===== src/rtl/periph_bus_pkg.sv =====
`default_nettype none
// ============================================================================
// periph_bus_pkg : shared state type and bus constants for periph_bus_master
// Revision: 1.0
// ============================================================================
package periph_bus_pkg;

    localparam int ADDR_W = 3;
    localparam int DATA_W = 8;
    localparam int WAIT_W = 4;

    localparam logic [ADDR_W-1:0] STATUS_ADDR = 3'h6;
    localparam logic [DATA_W-1:0] IRQ_CLEAR   = 8'h80;

    typedef enum logic [2:0] {
        IDLE    = 3'd0,
        ACCESS  = 3'd1,
        RESP    = 3'd2,
        POLL_RD = 3'd3,
        POLL_WR = 3'd4
    } bus_state_t;

endpackage
`default_nettype wire


===== src/rtl/periph_bus_master_wait_counter.sv =====
`default_nettype none
// ============================================================================
// bus_wait_counter : loadable down-counter that stops at zero, done at zero
// Revision: 1.0
// ============================================================================
module bus_wait_counter
    import periph_bus_pkg::*;
(
    input  logic              clk,
    input  logic              reset,
    input  logic              load,
    input  logic [WAIT_W-1:0] load_value,
    input  logic              dec,
    output logic              done
);

    logic [WAIT_W-1:0] r_count;

    always_ff @(posedge clk) begin
        if (reset) begin
            r_count <= '0;
        end else if (load) begin
            r_count <= load_value;
        end else if (dec && (r_count != '0)) begin
            r_count <= r_count - WAIT_W'(1);
        end
    end

    assign done = (r_count == '0);

endmodule
`default_nettype wire


===== src/rtl/periph_bus_master.sv =====
`default_nettype none
// ============================================================================
// periph_bus_master : request/response to chip-select peripheral bus bridge
// Optional IRQ_AUTOPOLL_EN: services irq by reading/clearing STATUS_ADDR. Revision: 1.0
// ============================================================================
module periph_bus_master
    import periph_bus_pkg::*;
#(
    parameter int WAIT_CYCLES = 1
) (
    input  logic              clk,
    input  logic              reset,
    input  logic              req_valid,
    output logic              req_ready,
    input  logic              req_rwb,
    input  logic [ADDR_W-1:0] req_addr,
    input  logic [DATA_W-1:0] req_wdata,
    output logic              rsp_valid,
    input  logic              rsp_ready,
    output logic [DATA_W-1:0] rsp_rdata,
    output logic              cs,
    output logic              rwb,
    output logic [ADDR_W-1:0] addr,
    output logic [DATA_W-1:0] o_data,
    input  logic [DATA_W-1:0] i_data,
    input  logic              irq,
    output logic              irq_event,
    output logic [DATA_W-1:0] irq_status
);

    localparam logic [WAIT_W-1:0] c_wait_load = WAIT_W'(WAIT_CYCLES);

    bus_state_t        r_state;
    logic              r_cs;
    logic              r_rwb;
    logic [ADDR_W-1:0] r_addr;
    logic [DATA_W-1:0] r_odata;
    logic              r_rsp_valid;
    logic [DATA_W-1:0] r_rsp_rdata;

    logic w_poll_start;
    logic w_accept;
    logic w_load;
    logic w_dec;
    logic w_done;

`ifdef IRQ_AUTOPOLL_EN
    assign w_poll_start = (r_state == IDLE) && irq;
`else
    logic w_unused_irq;
    assign w_unused_irq = irq;
    assign w_poll_start = 1'b0;
`endif

    assign req_ready = (r_state == IDLE) && !w_poll_start;
    assign w_accept  = req_valid && req_ready;

    // POLL_WR spends its first cycle with cs low, so the counter only runs once cs is up
    always_comb begin
        w_load = 1'b0;
        w_dec  = 1'b0;
        case (r_state)
            IDLE:    w_load = w_poll_start || w_accept;
            ACCESS:  w_dec  = !w_done;
            POLL_RD: begin
                w_dec  = !w_done;
                w_load = w_done && i_data[7];
            end
            POLL_WR: w_dec  = r_cs && !w_done;
            default: w_load = 1'b0;
        endcase
    end

    bus_wait_counter u_wait_counter (
        .clk        (clk),
        .reset      (reset),
        .load       (w_load),
        .load_value (c_wait_load),
        .dec        (w_dec),
        .done       (w_done)
    );

    always_ff @(posedge clk) begin
        if (reset) begin
            r_state     <= IDLE;
            r_cs        <= 1'b0;
            r_rwb       <= 1'b1;
            r_addr      <= '0;
            r_odata     <= '0;
            r_rsp_valid <= 1'b0;
            r_rsp_rdata <= '0;
        end else begin
            case (r_state)
                IDLE: begin
                    if (w_poll_start) begin
                        r_state <= POLL_RD;
                        r_cs    <= 1'b1;
                        r_rwb   <= 1'b1;
                        r_addr  <= STATUS_ADDR;
                        r_odata <= '0;
                    end else if (w_accept) begin
                        r_state <= ACCESS;
                        r_cs    <= 1'b1;
                        r_rwb   <= req_rwb;
                        r_addr  <= req_addr;
                        r_odata <= req_rwb ? '0 : req_wdata;
                    end
                end
                ACCESS: begin
                    if (w_done) begin
                        r_state     <= RESP;
                        r_cs        <= 1'b0;
                        r_rsp_valid <= 1'b1;
                        r_rsp_rdata <= r_rwb ? i_data : '0;
                    end
                end
                RESP: begin
                    if (rsp_ready) begin
                        r_state     <= IDLE;
                        r_rsp_valid <= 1'b0;
                    end
                end
`ifdef IRQ_AUTOPOLL_EN
                POLL_RD: begin
                    if (w_done) begin
                        r_cs <= 1'b0;
                        if (i_data[7]) begin
                            r_state <= POLL_WR;
                            r_rwb   <= 1'b0;
                            r_odata <= IRQ_CLEAR;
                        end else begin
                            r_state <= IDLE;
                        end
                    end
                end
                POLL_WR: begin
                    if (!r_cs) begin
                        r_cs <= 1'b1;
                    end else if (w_done) begin
                        r_cs    <= 1'b0;
                        r_state <= IDLE;
                    end
                end
`endif
                default: r_state <= IDLE;
            endcase
        end
    end

`ifdef IRQ_AUTOPOLL_EN
    logic              r_irq_event;
    logic [DATA_W-1:0] r_irq_status;
    logic [DATA_W-1:0] r_status_sample;

    always_ff @(posedge clk) begin
        if (reset) begin
            r_irq_event     <= 1'b0;
            r_irq_status    <= '0;
            r_status_sample <= '0;
        end else begin
            r_irq_event <= 1'b0;
            if ((r_state == POLL_RD) && w_done) begin
                r_status_sample <= i_data;
            end
            if ((r_state == POLL_WR) && r_cs && w_done) begin
                r_irq_event  <= 1'b1;
                r_irq_status <= r_status_sample;
            end
        end
    end

    assign irq_event  = r_irq_event;
    assign irq_status = r_irq_status;
`else
    assign irq_event  = 1'b0;
    assign irq_status = '0;
`endif

    assign cs        = r_cs;
    assign rwb       = r_rwb;
    assign addr      = r_addr;
    assign o_data    = r_odata;
    assign rsp_valid = r_rsp_valid;
    assign rsp_rdata = r_rsp_rdata;

endmodule
`default_nettype wire


===== config.mk =====
export PLATFORM = sky130hd
export DESIGN_NAME = periph_bus_master
export DESIGN_NICKNAME = d
export VERILOG_FILES = /design/src/rtl/periph_bus_pkg.sv /design/src/rtl/periph_bus_master_wait_counter.sv /design/src/rtl/periph_bus_master.sv
export SDC_FILE = /design/constraint.sdc
export NUM_CORES = 1
export LEC_CHECK = 0
export BUFFER_PORTS_ARGS = -buffer_cell sky130_fd_sc_hd__buf_4
export CORE_AREA = 2 2 66 68
export DETAILED_ROUTE_END_ITERATION = 10
export DIE_AREA = 0 0 68 70
export MAX_ROUTING_LAYER = met4
export PLACE_DENSITY_LB_ADDON = 0.3
export SYNTH_ARGS = -nofsm -noshare
export SYNTH_HDL_FRONTEND = slang
export SYNTH_SLANG_ARGS = --single-unit
export TNS_END_PERCENT = 50

===== constraint.sdc =====
create_clock -name clk -period 2 [get_ports clk]
set_clock_uncertainty 0.15 [all_clocks]
set_input_delay 0 -clock clk [delete_from_list [all_inputs] [get_ports clk]]
set_output_delay 0 -clock clk [all_outputs]
set_load 0.05 [all_outputs]

# ---- Word-level counts from Yosys, hierarchy flattened
# Cells that the tools add are included.
dict set report totals {
  register_bits 29
  in_bits 25
  out_inout_bits 32
  word_cells 51
}
dict set report op_classes {
  addsub 1
  n_eq_ne 7
  mux 16
  n_reduce_logical 18
}
# operator count
set op_table {}
lappend op_table {{$mux W8} 2}
lappend op_table {{$mux W3} 3}
lappend op_table {{$pmux W3 S3} 1}
lappend op_table {{$reduce_and A3 Y1} 3}
lappend op_table {{$pmux W1 S2} 4}
lappend op_table {{$eq A3 B2 Y1 const B} 2}
lappend op_table {{$mux W1} 6}
lappend op_table {{$reduce_bool A2 Y1} 3}
lappend op_table {{$logic_and A1 B1 Y1} 4}
lappend op_table {{$logic_not A4 Y1} 1}
lappend op_table {{$ne A2 B2 Y1 const B} 2}
lappend op_table {{$reduce_and A2 Y1} 2}
lappend op_table {{$reduce_bool A4 Y1} 1}
lappend op_table {{$reduce_or A2 Y1} 2}
lappend op_table {{$sub A4 B1 Y4 const B} 1}
lappend op_table {{$eq A3 B1 Y1 const B} 1}
lappend op_table {{$eq A3 B3 Y1 const B} 1}
lappend op_table {{$logic_not A3 Y1} 1}
lappend op_table {{$ne A2 B1 Y1 const B} 1}
lappend op_table {{$logic_not A1 Y1} 1}

# ---- Logic depth before layout (Yosys ltp)
dict set report depth {
  depth_word 7
  mapped_depth 7
  ltp_nobuf 5
}

# ---- Hierarchy
# From an unflattened synthesis, not the netlist that was laid out.
dict set report hier_totals {
  cells_unflattened 166
  area_unflattened_um2 1432.6
}
# mod n_inst cells_each area_each_um2 seq_area_each_um2
set modules_own_cells {}
lappend modules_own_cells {periph_bus_master 1 137 1169.9 480.5}
lappend modules_own_cells {bus_wait_counter 1 29 262.8 80.1}

# ---- Least setup slack after synthesis
# OpenSTA, ideal clock, no wires.
dict set report synth_timing {
  path_kind {reg2reg}
  from {register r_state[0]}
  to {register r_state[0]}
  setup_ns 0.072
  t_arrival_ns 1.762
  t_required_ns 1.778
  slack_ns 0.016
  stages_incl_launch_ff 6
  path_buffers 1
  synth_period_minus_slack_ns 1.984
  cell_sequence {dfxtp_1 inv_1 ha_1 clkbuf_1 a222oi_1 mux2i_1}
}
dict set report synth_between {
  elab_chain_len 4
  elab_cells_between_ends 9
  classes_between {5 x eq/ne; 1 x mux; 3 x reduce/logical}
}
# item line_no
set synth_lines {}
lappend synth_lines {{start, declared} periph_bus_master.sv:33} ;# bus_state_t r_state;
lappend synth_lines {{start signal, assigned} periph_bus_master.sv:85} ;# r_state <= IDLE;
lappend synth_lines {{start signal, assigned} periph_bus_master.sv:96} ;# r_state <= POLL_RD;
lappend synth_lines {{start signal, assigned} periph_bus_master.sv:102} ;# r_state <= ACCESS;
lappend synth_lines {{$logic_not A3 Y1 *} periph_bus_master.sv:55} ;# assign req_ready = (r_state == IDLE) && !w_poll_start;
lappend synth_lines {{via req_ready} periph_bus_master.sv:14} ;# output logic req_ready,
lappend synth_lines {{$logic_and A1 B1 Y1} periph_bus_master.sv:56} ;# assign w_accept = req_valid && req_ready;
lappend synth_lines {{$ne A2 B1 Y1 (no source line)} --}
lappend synth_lines {{$reduce_and A3 Y1 (no source line)} --}
# The timed path passes the listed nets; every way through them passes the cells marked *.
# A chain may end at the register's enable or synchronous reset.

# ---- Worst setup path after layout
dict set report layout_timing {
  from {register r_state[0]}
  to {register r_odata[3] (netlist: o_data[3])}
}
dict set report layout_between {
  elab_chain_len 3
}
# item line_no
set layout_lines {}
lappend layout_lines {{$logic_not A3 Y1 *} {periph_bus_master.sv:55, periph_bus_master.sv:93}}
lappend layout_lines {{$logic_and A1 B1 Y1} periph_bus_master.sv:56}
lappend layout_lines {{$reduce_and A2 Y1 (no source line) *} --}
lappend layout_lines {{end signal, assigned} periph_bus_master.sv:106} ;# r_odata <= req_rwb ? '0 : req_wdata;
lappend layout_lines {{end, declared} periph_bus_master.sv:37} ;# logic [DATA_W-1:0] r_odata;
# Mark *: on every way between the ends. The rest lies on a longest branch, timed or not.

==> flow_summary.ini <==
[die]
die_w_um = 68
initial_core_util = 0.3270
core-area_um2 = 4144
num_rows = 24
die_y_um = 70
die_area_um2 = 4760
io_pins = 57

[global_route]
antenna_found_initial = 0
gr-usage-met2 = 0.2988
grt_pass1_vias = 1403
grt_use_total = 0.1730
grt_use_met1 = 0.2008
grtUsageMet3 = 0.02093
overflow = 0
top_usage_layer = met2
grt_max_degree = 25
grt_pass1_wl_um = 6244

[yosys]
dominantRegCellSynth = dfxtp_1
netlist_area_um2 = 1355
ys_ff_latch = 28
synth_compound_area_frac = 0.1440
netlist.top_cell.by_area = dfxtp_1
ys_types = 28
ys_warn_count = 0
synthSimpleGateAreaFrac = 0.2502
synthTopCellsByArea = dfxtp_1 (41%), a21oi_1 (8.9%), nand2_1 (8.0%)
synth_top_family_by_area = simple AND/OR/NAND/NOR gates
muxShareOfSynthArea = 0.01477
synth-seq-area-share = 0.4137
synthCells = 162
synth_xor_xnor_area_share = 0
synthAdderAreaFrac = 0.07387
synth_top_area_share = 0.4137
syn_area_per_cell_um2 = 8.365
synth_edf_count = 0
async_reset_ff_frac = 0

[flow_run]
maxCapViolations = 0

[setup_path]
rrSetupSlack_ps = 130
endpoint_kind = register
worstPathArrival_ps = 1940
startpoint_type = register
critPathRequiredTime_ps = 2070
path_class = reg -> reg
rr_worst_depth = 6
path_max_fanout = 15

[drt]
drc = 0
vias_per_cell = 4.858
totalWireLength_um = 3786
ant_nets = 0
vias = 1433
drt_iter0_markers = 67
wire_per_inst_um = 12.83
drtPass1Iterations = 6

[outcome]
status = finished, final reports clean

[sta]
final.setup.tns_ps = 0
rsz0062_at_grt = no
max_freq_mhz = 534.6
hold_viol = 0
slew_violations = 0
finalCriticalPeriod_ps = 1870
setup_ws_ps = 129.6
finalCritPeriodShare = 0.9352
setup_viol = 0

[clock_tree]
cts_tree = built
root_buffer = clkbuf_8
cts.sinks = 28
htreeDepth = 1
cts_buffers = 3
path_clk_slew_ps = 100
cts_max_path_buffers = 2
worstSkewPairLatency_ps = 280

[placement]
gp_congestion = 0.7091
dp_hpwl_um = 2287
dp_worst_setup_slack_ps = 131.1
port_buffers = 46
placedCellCount = 254

[finish]
final_core_util = 0.5269
layout_common_cells = buf_4 (53), dlygate4sd3_1 (34), nand2_1 (29)
nNetsFinal = 277
layout_commonest_cell = buf_4
diodes = 0
fillers = 406
area_delta_synth_final_pct = 61.13
finalNonFillerCells = 295
final_layout_size_suffix_gt1_frac = 0.2757

[pwr]
power_uw = 2709
power_density_nw_per_um2 = 1241
p_leak_uw = 0.0009051
max-vdd-ir-drop_uv = 382.8

[hold_path]
hold_class = in -> reg
worstHoldPathCells = 4
-- per-layer routing --
| metal | up-vias | routed length [um] | share of wire |
|---|---|---|---|
| met4 | 0 | 46 | 0.012 |
| li1 | 708 | - | - |
| met5 | - | 0 | 0 |
| met2 | 49 | 1978 | 0.52 |
| met3 | 4 | 184 | 0.049 |
| met1 | 672 | 1576 | 0.42 |
-- sequential cells by signal (all words and copies together) (netlist names) --
name                    flops
rsp_rdata                   8
cs                          1
addr                        3
r_state                     2
u_wait_counter.r_count      4
rwb                         1
o_data                      8
rsp_valid                   1
-- synth_stat cells (all sizes together) (3+ instances only) --
| master | instances |
|---|---|
| a21oi | 24 |
| buf | 10 |
| clkbuf | 9 |
| dfxtp | 28 |
| ha | 8 |
| inv | 8 |
| nand2 | 29 |
| nand3 | 13 |
| nand4b | 8 |
| o21ai | 3 |
| or3 | 3 |
-- final timing paths --
kind / start / to
setup reg to reg: r_state[0]$_SDFFE_PP0P_ / o_data[3]$_SDFFE_PP0P_
setup / recovery: r_state[0]$_SDFFE_PP0P_ / o_data[3]$_SDFFE_PP0P_
hold reg to reg: o_data[6]$_SDFFE_PP0P_ / o_data[6]$_SDFFE_PP0P_
hold / removal: req_valid / cs$_SDFFE_PP0P_
-- metrics by stage --
stage,hold slack [ps],cell area (um^2)
detailed placement,127.3,1727
global placement,120.9,1727
CTS,14.47,2138
global route,46.40,2183
finish,19.74,2183
floorplan,-59.31,1385
-- where the power goes --
group / switching, uW / leakage [uW] / internal [uW]
combinational: 877 / 0.000640 / 589
sequential: 106 / 0.000229 / 684
clock: 185 / 0.0000357 / 268
total: 1170 / 0.000905 / 1540
-- final cells by class --
cell class	instances	area (um^2)	share of cell area
clock buffers	3	41.29	0.01891
clock inverters	1	30.03	0.01375
inverters	8	30.03	0.01375
multi-input cells	115	705.7	0.3232
flip-flops and latches	28	561.8	0.2573
well taps	52	65.06	0.02980
repair buffers	88	749.5	0.3433
-- critical path, cell delays in order (launching register included) --
cell	delay (ps)
dfxtp_2	360
inv_1	100
ha_1	190
buf_6	170
nand4b_1	110
dlygate4sd3_1	580
a21oi_1	140
-- cell families (layout without fill, tap and decap cells) --
| logic type | after synthesis | after routing |
|---|---|---|
| adders and majority gates | 8 | 8 |
| and+or+nand+nor | 62 | 62 |
| muxes | 2 | 2 |
| DFF | 28 | 28 |
| other | 1 | 9 |
| buffers and inverters | 27 | 100 |
| AOI/OAI and AO/OA | 34 | 34 |
-- repair_timing --
| action | in CTS | in global routing |
|---|---|---|
| setup endpoints to repair | 0 | 15 |
| hold endpoints to repair | 22 | 0 |
| hold buffers | 34 | 0 |
| resized for setup | 0 | 6 |
| buffers inserted | 0 | 3 |
No activity file was read; power rests on OpenSTA's default activity.
